**config.mk**
```make
export PLATFORM = sky130hd
export DESIGN_NAME = green_timer
export DESIGN_NICKNAME = d
export VERILOG_FILES = /design/src/rtl/traffic_pkg.sv /design/src/rtl/sec_prescaler.sv /design/src/rtl/green_timer.sv
export SDC_FILE = /design/constraint.sdc
export NUM_CORES = 1
export LEC_CHECK = 0
export CAP_MARGIN = 20
export CELL_PAD_IN_SITES_DETAIL_PLACEMENT = 0
export CELL_PAD_IN_SITES_GLOBAL_PLACEMENT = 2
export CORE_ASPECT_RATIO = 0.9
export CORE_MARGIN = 1.5
export CORE_UTILIZATION = 40
export DETAILED_ROUTE_END_ITERATION = 8
export GPL_ROUTABILITY_DRIVEN = 0
export GPL_TIMING_DRIVEN = 0
export PLACE_DENSITY_LB_ADDON = 0.1
export SETUP_SLACK_MARGIN = 0.4
export SLEW_MARGIN = 20
export SYNTH_ARGS = -nofsm -noshare
export SYNTH_HDL_FRONTEND = slang
export SYNTH_HIERARCHICAL = 1
export SYNTH_SLANG_ARGS = --single-unit
```
**constraint.sdc**
```tcl
create_clock -name clk -period 9.01 [get_ports clk]
set_input_delay 1.802 -clock clk [delete_from_list [all_inputs] [get_ports clk]]
set_output_delay 1.802 -clock clk [all_outputs]
set_load 0.005 [all_outputs]
```
**src/rtl/traffic_pkg.sv**
```systemverilog
// Shared types and defaults for the traffic light controller and its timers.
// Latency: n/a (types, constants and a pure helper function only).
// Backpressure: n/a.
package traffic_pkg;

    // One-hot light controller state.
    typedef enum logic [3:0] {
        LIGHT_1 = 4'b0001,
        LIGHT_2 = 4'b0010,
        LIGHT_3 = 4'b0100,
        LIGHT_4 = 4'b1000
    } light_t;

    // Green timer FSM state.
    typedef enum logic [1:0] {
        ST_IDLE = 2'd0,
        ST_RUN  = 2'd1,
        ST_DONE = 2'd2,
        ST_WAIT = 2'd3
    } timer_state_t;

    localparam int DEF_SHORT_SEC  = 10;
    localparam int DEF_LONG_SEC   = 60;
    localparam int DEF_YELLOW_SEC = 3;

    // True when exactly one bit of the controller state is set.
    function automatic logic is_one_hot(input logic [3:0] v);
        return (v != 4'd0) && ((v & (v - 4'd1)) == 4'd0);
    endfunction

endpackage

```
**src/rtl/sec_prescaler.sv**
```systemverilog
// Divides clk by CLK_HZ into a one-cycle tick on the last cycle of each second.
// Latency: tick is combinational from the counter; counter updates each enabled edge.
// Backpressure: none; clr wins over en and restarts the second from zero.
module sec_prescaler #(
    parameter int CLK_HZ = 50_000_000
) (
    input  logic clk,
    input  logic rst_n,
    input  logic clr,
    input  logic en,
    output logic tick
);

    localparam int W = (CLK_HZ > 1) ? $clog2(CLK_HZ) : 1;
    localparam logic [W-1:0] CNT_MAX = W'(CLK_HZ - 1);

    logic [W-1:0] cnt_q;
    logic [W-1:0] cnt_d;

    // Tick does not look at clr so the FSM can use it to decide its own next state.
    assign tick = en && (cnt_q == CNT_MAX);

    // Next count: clear, wrap at the end of a second, or advance.
    always_comb begin
        cnt_d = cnt_q;
        if (clr) begin
            cnt_d = '0;
        end else if (en) begin
            cnt_d = (cnt_q == CNT_MAX) ? '0 : cnt_q + W'(1);
        end
    end

    // Counter register.
    always_ff @(posedge clk or negedge rst_n) begin
        if (!rst_n) cnt_q <= '0;
        else        cnt_q <= cnt_d;
    end

endmodule

```
**src/rtl/green_timer.sv**
```systemverilog
// Green-phase interval timer: loads short/long seconds on request, counts down, pulses done.
// Latency: counter_done rises exactly N*CLK_HZ edges after the load edge; other outputs follow state.
// Backpressure: none; aborts on controller state change or request drop. GREEN_TIMER_OVERRIDE_EN adds i_force_done.
module green_timer
    import traffic_pkg::*;
#(
    parameter int CLK_HZ     = 50_000_000,
    parameter int SHORT_SEC  = DEF_SHORT_SEC,
    parameter int LONG_SEC   = DEF_LONG_SEC,
    parameter int YELLOW_SEC = DEF_YELLOW_SEC
) (
    input  logic       clk,
    input  logic       rst_n,
    input  logic       short_counter,
    input  logic       long_counter,
    input  logic [3:0] current_state,
`ifdef GREEN_TIMER_OVERRIDE_EN
    input  logic       i_force_done,
`endif
    output logic       counter_done,
    output logic [5:0] remaining_sec,
    output logic       yellow,
    output logic       busy
);

    timer_state_t state_q, state_d;
    logic [5:0]   rem_q, rem_d;
    light_t       latch_q, latch_d;
    logic         done_q, done_d;

    logic tick;
    logic force_done;
    logic legal;
    logic req_any;
    logic presc_clr;
    logic presc_en;

`ifdef GREEN_TIMER_OVERRIDE_EN
    assign force_done = i_force_done;
`else
    assign force_done = 1'b0;
`endif

    assign legal   = is_one_hot(current_state);
    assign req_any = short_counter | long_counter;

    // The prescaler restarts on the load edge and stays cleared whenever we are not counting.
    assign presc_en  = (state_q == ST_RUN);
    assign presc_clr = (state_q != ST_RUN) || (state_d != ST_RUN);

    sec_prescaler #(.CLK_HZ(CLK_HZ)) u_presc (
        .clk   (clk),
        .rst_n (rst_n),
        .clr   (presc_clr),
        .en    (presc_en),
        .tick  (tick)
    );

    // Next-state, countdown and load logic; aborts take priority over expiry so they never pulse done.
    always_comb begin
        state_d = state_q;
        rem_d   = rem_q;
        latch_d = latch_q;
        unique case (state_q)
            ST_IDLE: begin
                rem_d = 6'd0;
                if (legal && req_any) begin
                    state_d = ST_RUN;
                    rem_d   = long_counter ? 6'(LONG_SEC) : 6'(SHORT_SEC);
                    latch_d = light_t'(current_state);
                end
            end
            ST_RUN: begin
                if (!legal || (current_state != latch_q) || !req_any) begin
                    state_d = ST_IDLE;
                    rem_d   = 6'd0;
                end else if (force_done) begin
                    state_d = ST_DONE;
                    rem_d   = 6'd0;
                end else if (tick) begin
                    if (rem_q <= 6'd1) begin
                        state_d = ST_DONE;
                        rem_d   = 6'd0;
                    end else begin
                        rem_d = rem_q - 6'd1;
                    end
                end
            end
            ST_DONE: begin
                rem_d   = 6'd0;
                state_d = legal ? ST_WAIT : ST_IDLE;
            end
            ST_WAIT: begin
                rem_d = 6'd0;
                if (!legal || (current_state != latch_q)) begin
                    state_d = ST_IDLE;
                end
            end
            default: begin
                state_d = ST_IDLE;
                rem_d   = 6'd0;
            end
        endcase
        done_d = (state_d == ST_DONE);
    end

    // State, count, latched controller state and done pulse registers.
    always_ff @(posedge clk or negedge rst_n) begin
        if (!rst_n) begin
            state_q <= ST_IDLE;
            rem_q   <= 6'd0;
            latch_q <= LIGHT_1;
            done_q  <= 1'b0;
        end else begin
            state_q <= state_d;
            rem_q   <= rem_d;
            latch_q <= latch_d;
            done_q  <= done_d;
        end
    end

    assign counter_done  = done_q;
    assign remaining_sec = rem_q;
    assign busy          = (state_q == ST_RUN);
    assign yellow        = busy && (rem_q <= 6'(YELLOW_SEC));

endmodule

```
==> summary.txt <==
Power and ir drop
  – Net load switching power: 89.0 uW
  – VDD IR-drop max: 0.0741 mV
  – Clock power frac: 33.6%
  – Combinational share of power: 12.1%
  – Internal Pwr Total: 260 uW
  – Sw Ratio: 25.5%
  – Pwr Total: 349 uW
  – P per Cell Area: 129 nW/um^2
  – Part of the power in registers: 54.3%
  – P_leak: 0.986 nW

Worst setup path
  – CP max-delay cell: or4_1
  – Crit path buf inv count: 2
  – Worst endpoint required time: 9.23 ns
  – Crit-path max FO: 10
  – CP arrival: 4.69 ns
  – Crit-path cells: clkdlybuf4s50_1 > xor2_1 > a211oi_2 > or3_4 > buf_6 > nand2b_1 > o21a_1 > nand3_1 > or4_1 > a21oi_1
  – Delay-heaviest family, CP: simple AND/OR/NAND/NOR gates
  – Crit path launch type: input pin
  – CP peak stage delay: 0.51 ns
  – Crit path kind: in2reg
  – Critical path endpoint category: flip-flop

Min path
  – Hold crit path type: reg2reg

STA
  – Final setup violation count: 0
  – Tcrit/Tclk final: 49.6%
  – Fin. Hold Viols: 0
  – Fmax: 0.224 GHz
  – Crit path time final: 4.47 ns
  – Pins Over Slew Limit: 0
  – Worst-margin pin slew: 0.668 ns
  – Slew headroom: 55.1%
  – Setup TNS: 0 ns
  – Clock Skews: 0.00785 ns
  – RSZ-0062 raised after global routing: false

Final layout
  – Antenna Cells: 0
  – Filler cells: 541
  – Area growth, synth to finish: 14.9%
  – Net count, final: 288
  – Commonest cells after routing, fill and taps aside: dfrtp_1, nor2_1, a21oi_1, nand2_1, clkdlybuf4s50_1
  – Final Instance Area: 2710 sq um
  – Most common cell after layout, fill and taps aside: dfrtp_1
  – Layout cell share with drive strength beyond 1: 10.8%

Global route
  – First-pass GRT wire length: 9.36 mm
  – Antenna violations before repair: 0
  – Vias in the first global route: 1,825
  – Gr ovfl total: 0
  – Pin count of the biggest net entering global routing: 24
  – Tot GR Track Use: 18.9%

Floorplanning
  – Core ar.: 5690 sq um
  – Initial core utilization: 41.4%
  – DIE AREA: 6360 sq um
  – DIE HEIGHT: 75.8 um
  – Die width: 83.9 um
  – I/O Pins: 17
  – Row cnt: 26

Detailed routing
  – DRC: 0
  – DR pass1 iterations: 4
  – Routed WL per cell: 16.0 um
  – Final WL: 5.57 mm
  – Vias per inst: 5.74
  – Via count: 1,997
  – Post-route ant nets: 0
  – DR iter-0 viols: 134

Place
  – Post-DP HPWL: 4.01 mm
  – Placed Instance Area: 2630 sq um
  – IO Port Bufs: 16

CTS
  – Hold buffer count at cts: 0
  – Clock Latency Late Sink: 0.30 ns
  – Postcts setup bufs: 0
  – TritonCTS clock tree: yes
  – CTS Buf Count: 5
  – CTS root buf: clkbuf_8
  – Deepest clock path buffer count: 2
  – CTS H-tree depth: 2
  – Post-CTS Resized: 0
  – Reg clk slew, reported paths: 0.07 ns
  – TritonCTS Sinks: 39

Yosys
  – Top_reg_cell synth: dfrtp_1
  – Net Count, Synth: 264
  – Synth warn: 6
  – Mapped cell area: 2360 sq um
  – Synthesized area per cell: 9.31 sq um
  – Yosys cell types: 50
  – Synthesis-stage register bit count: 39
  – Number of flops mapped to enable cells by yosys: 0
  – Gate Count Post-Synth: 253
  – Post-synth ARST share: 100%
  – Seq/Total Area, Yosys: 41.5%

Run status
  – Status: finished clean

Flow run
  – MaxCap Viol Count: 0
sequential cells by signal, summed over array words and instances, names as in the netlist:
name           cells
counter_done       1
remaining_sec      6
u_presc/cnt_q     26
state_q            2
latch_q            4
worst paths after layout:
check,from,to,slack [ns],depth (start not counted)
max in group asynchronous,rst_n,latch_q[0]$_DFFE_PN1P_,6.91,2
max,current_state[0],u_presc/cnt_q[18]$_DFFE_PN0P_,4.54,10
min reg2reg,latch_q[1]$_DFFE_PN0P_,latch_q[1]$_DFFE_PN0P_,0.53,1
max reg2reg,state_q[0]$_DFF_PN0_,u_presc/cnt_q[18]$_DFFE_PN0P_,5.13,11
min,latch_q[1]$_DFFE_PN0P_,latch_q[1]$_DFFE_PN0P_,0.53,1
min in group asynchronous,rst_n,remaining_sec[0]$_DFFE_PN0P_,1.50,1
area by class of cell:
cell class	instances	area, sq um	area share (%)
Multi-Input combinational cell	196	1280	47.3
Sequential cell	39	977	36.1
Timing Repair Buffer	17	183	6.75
Tap cell	70	87.6	3.23
Clock buffer	7	76.3	2.82
Buffer	9	65.1	2.40
Inverter	9	33.8	1.25
Clock inverter	1	5.00	0.185
stage by stage:
step	util, %	setup WS [ns]	cells	hold WS [ns]
floorplan	-	5.14	253	0.502
global placement	45.7	4.24	339	0.513
detailed placement	46.1	4.23	340	0.517
CTS	47.6	4.54	348	0.536
global route	47.6	4.27	348	0.556
finish	47.6	4.54	348	0.531
routing by layer:
metal | part of all wire, % | global-route usage, %
met5 | 0 | 0
met2 | 42 | 27.7
met1 | 55 | 28.4
met4 | 1.1 | 6.01
met3 | 2.3 | 3.58
power by group through the flow:
stage               clock [mW]  combinational [mW]  sequential (mW)
global placement             0              0.0414            0.193
finish                   0.117              0.0421            0.189
floorplan                    0              0.0245            0.192
CTS                      0.122              0.0428            0.189
detailed placement           0              0.0427            0.193
global route             0.129              0.0473            0.190
cells in the mapped netlist, types with 2 or more instances:
master    instances  area (sq um)
dfrtp_1          38           951
nor2_1           19          71.3
a21oi_1          18          90.1
nand2_1          17          63.8
nand3_1          13          65.1
nand4_1          13          81.3
o21ai_0          10          50.1
inv_1             9          33.8
o31ai_1           9          67.6
or4_1             9          67.6
nor3_1            8          40.0
or3_1             8          50.1
xor2_1            7          61.3
and3_1            6          37.5
xnor2_1           6          52.6
nor4_1            5          31.3
and4_1            4          35.0
mux2_2            4          45.0
buf_6             3          33.8
clkbuf_1          3          11.3
ha_1              3          37.5
nor3b_1           3          22.5
nor4b_1           3          26.3
o21a_1            3          22.5
a31oi_1           2          12.5
and2_1            2          12.5
buf_4             2          15.0
nand2b_1          2          12.5
o22a_1            2          17.5
o32ai_1           2          17.5
cells by family after synthesis:
| kind of cell | Yosys count | synth area share [%] |
|---|---|---|
| adders and majority gates | 3 | 1.59 |
| buffers and inverters | 18 | 4.19 |
| muxes | 4 | 1.91 |
| AOI/OAI and AO/OA | 55 | 15.3 |
| and+or+nand+nor | 121 | 30.6 |
| xor gates and xnor gates | 13 | 4.83 |
| DFF | 39 | 41.5 |
Note: power is estimated with default switching activity, not from simulation.
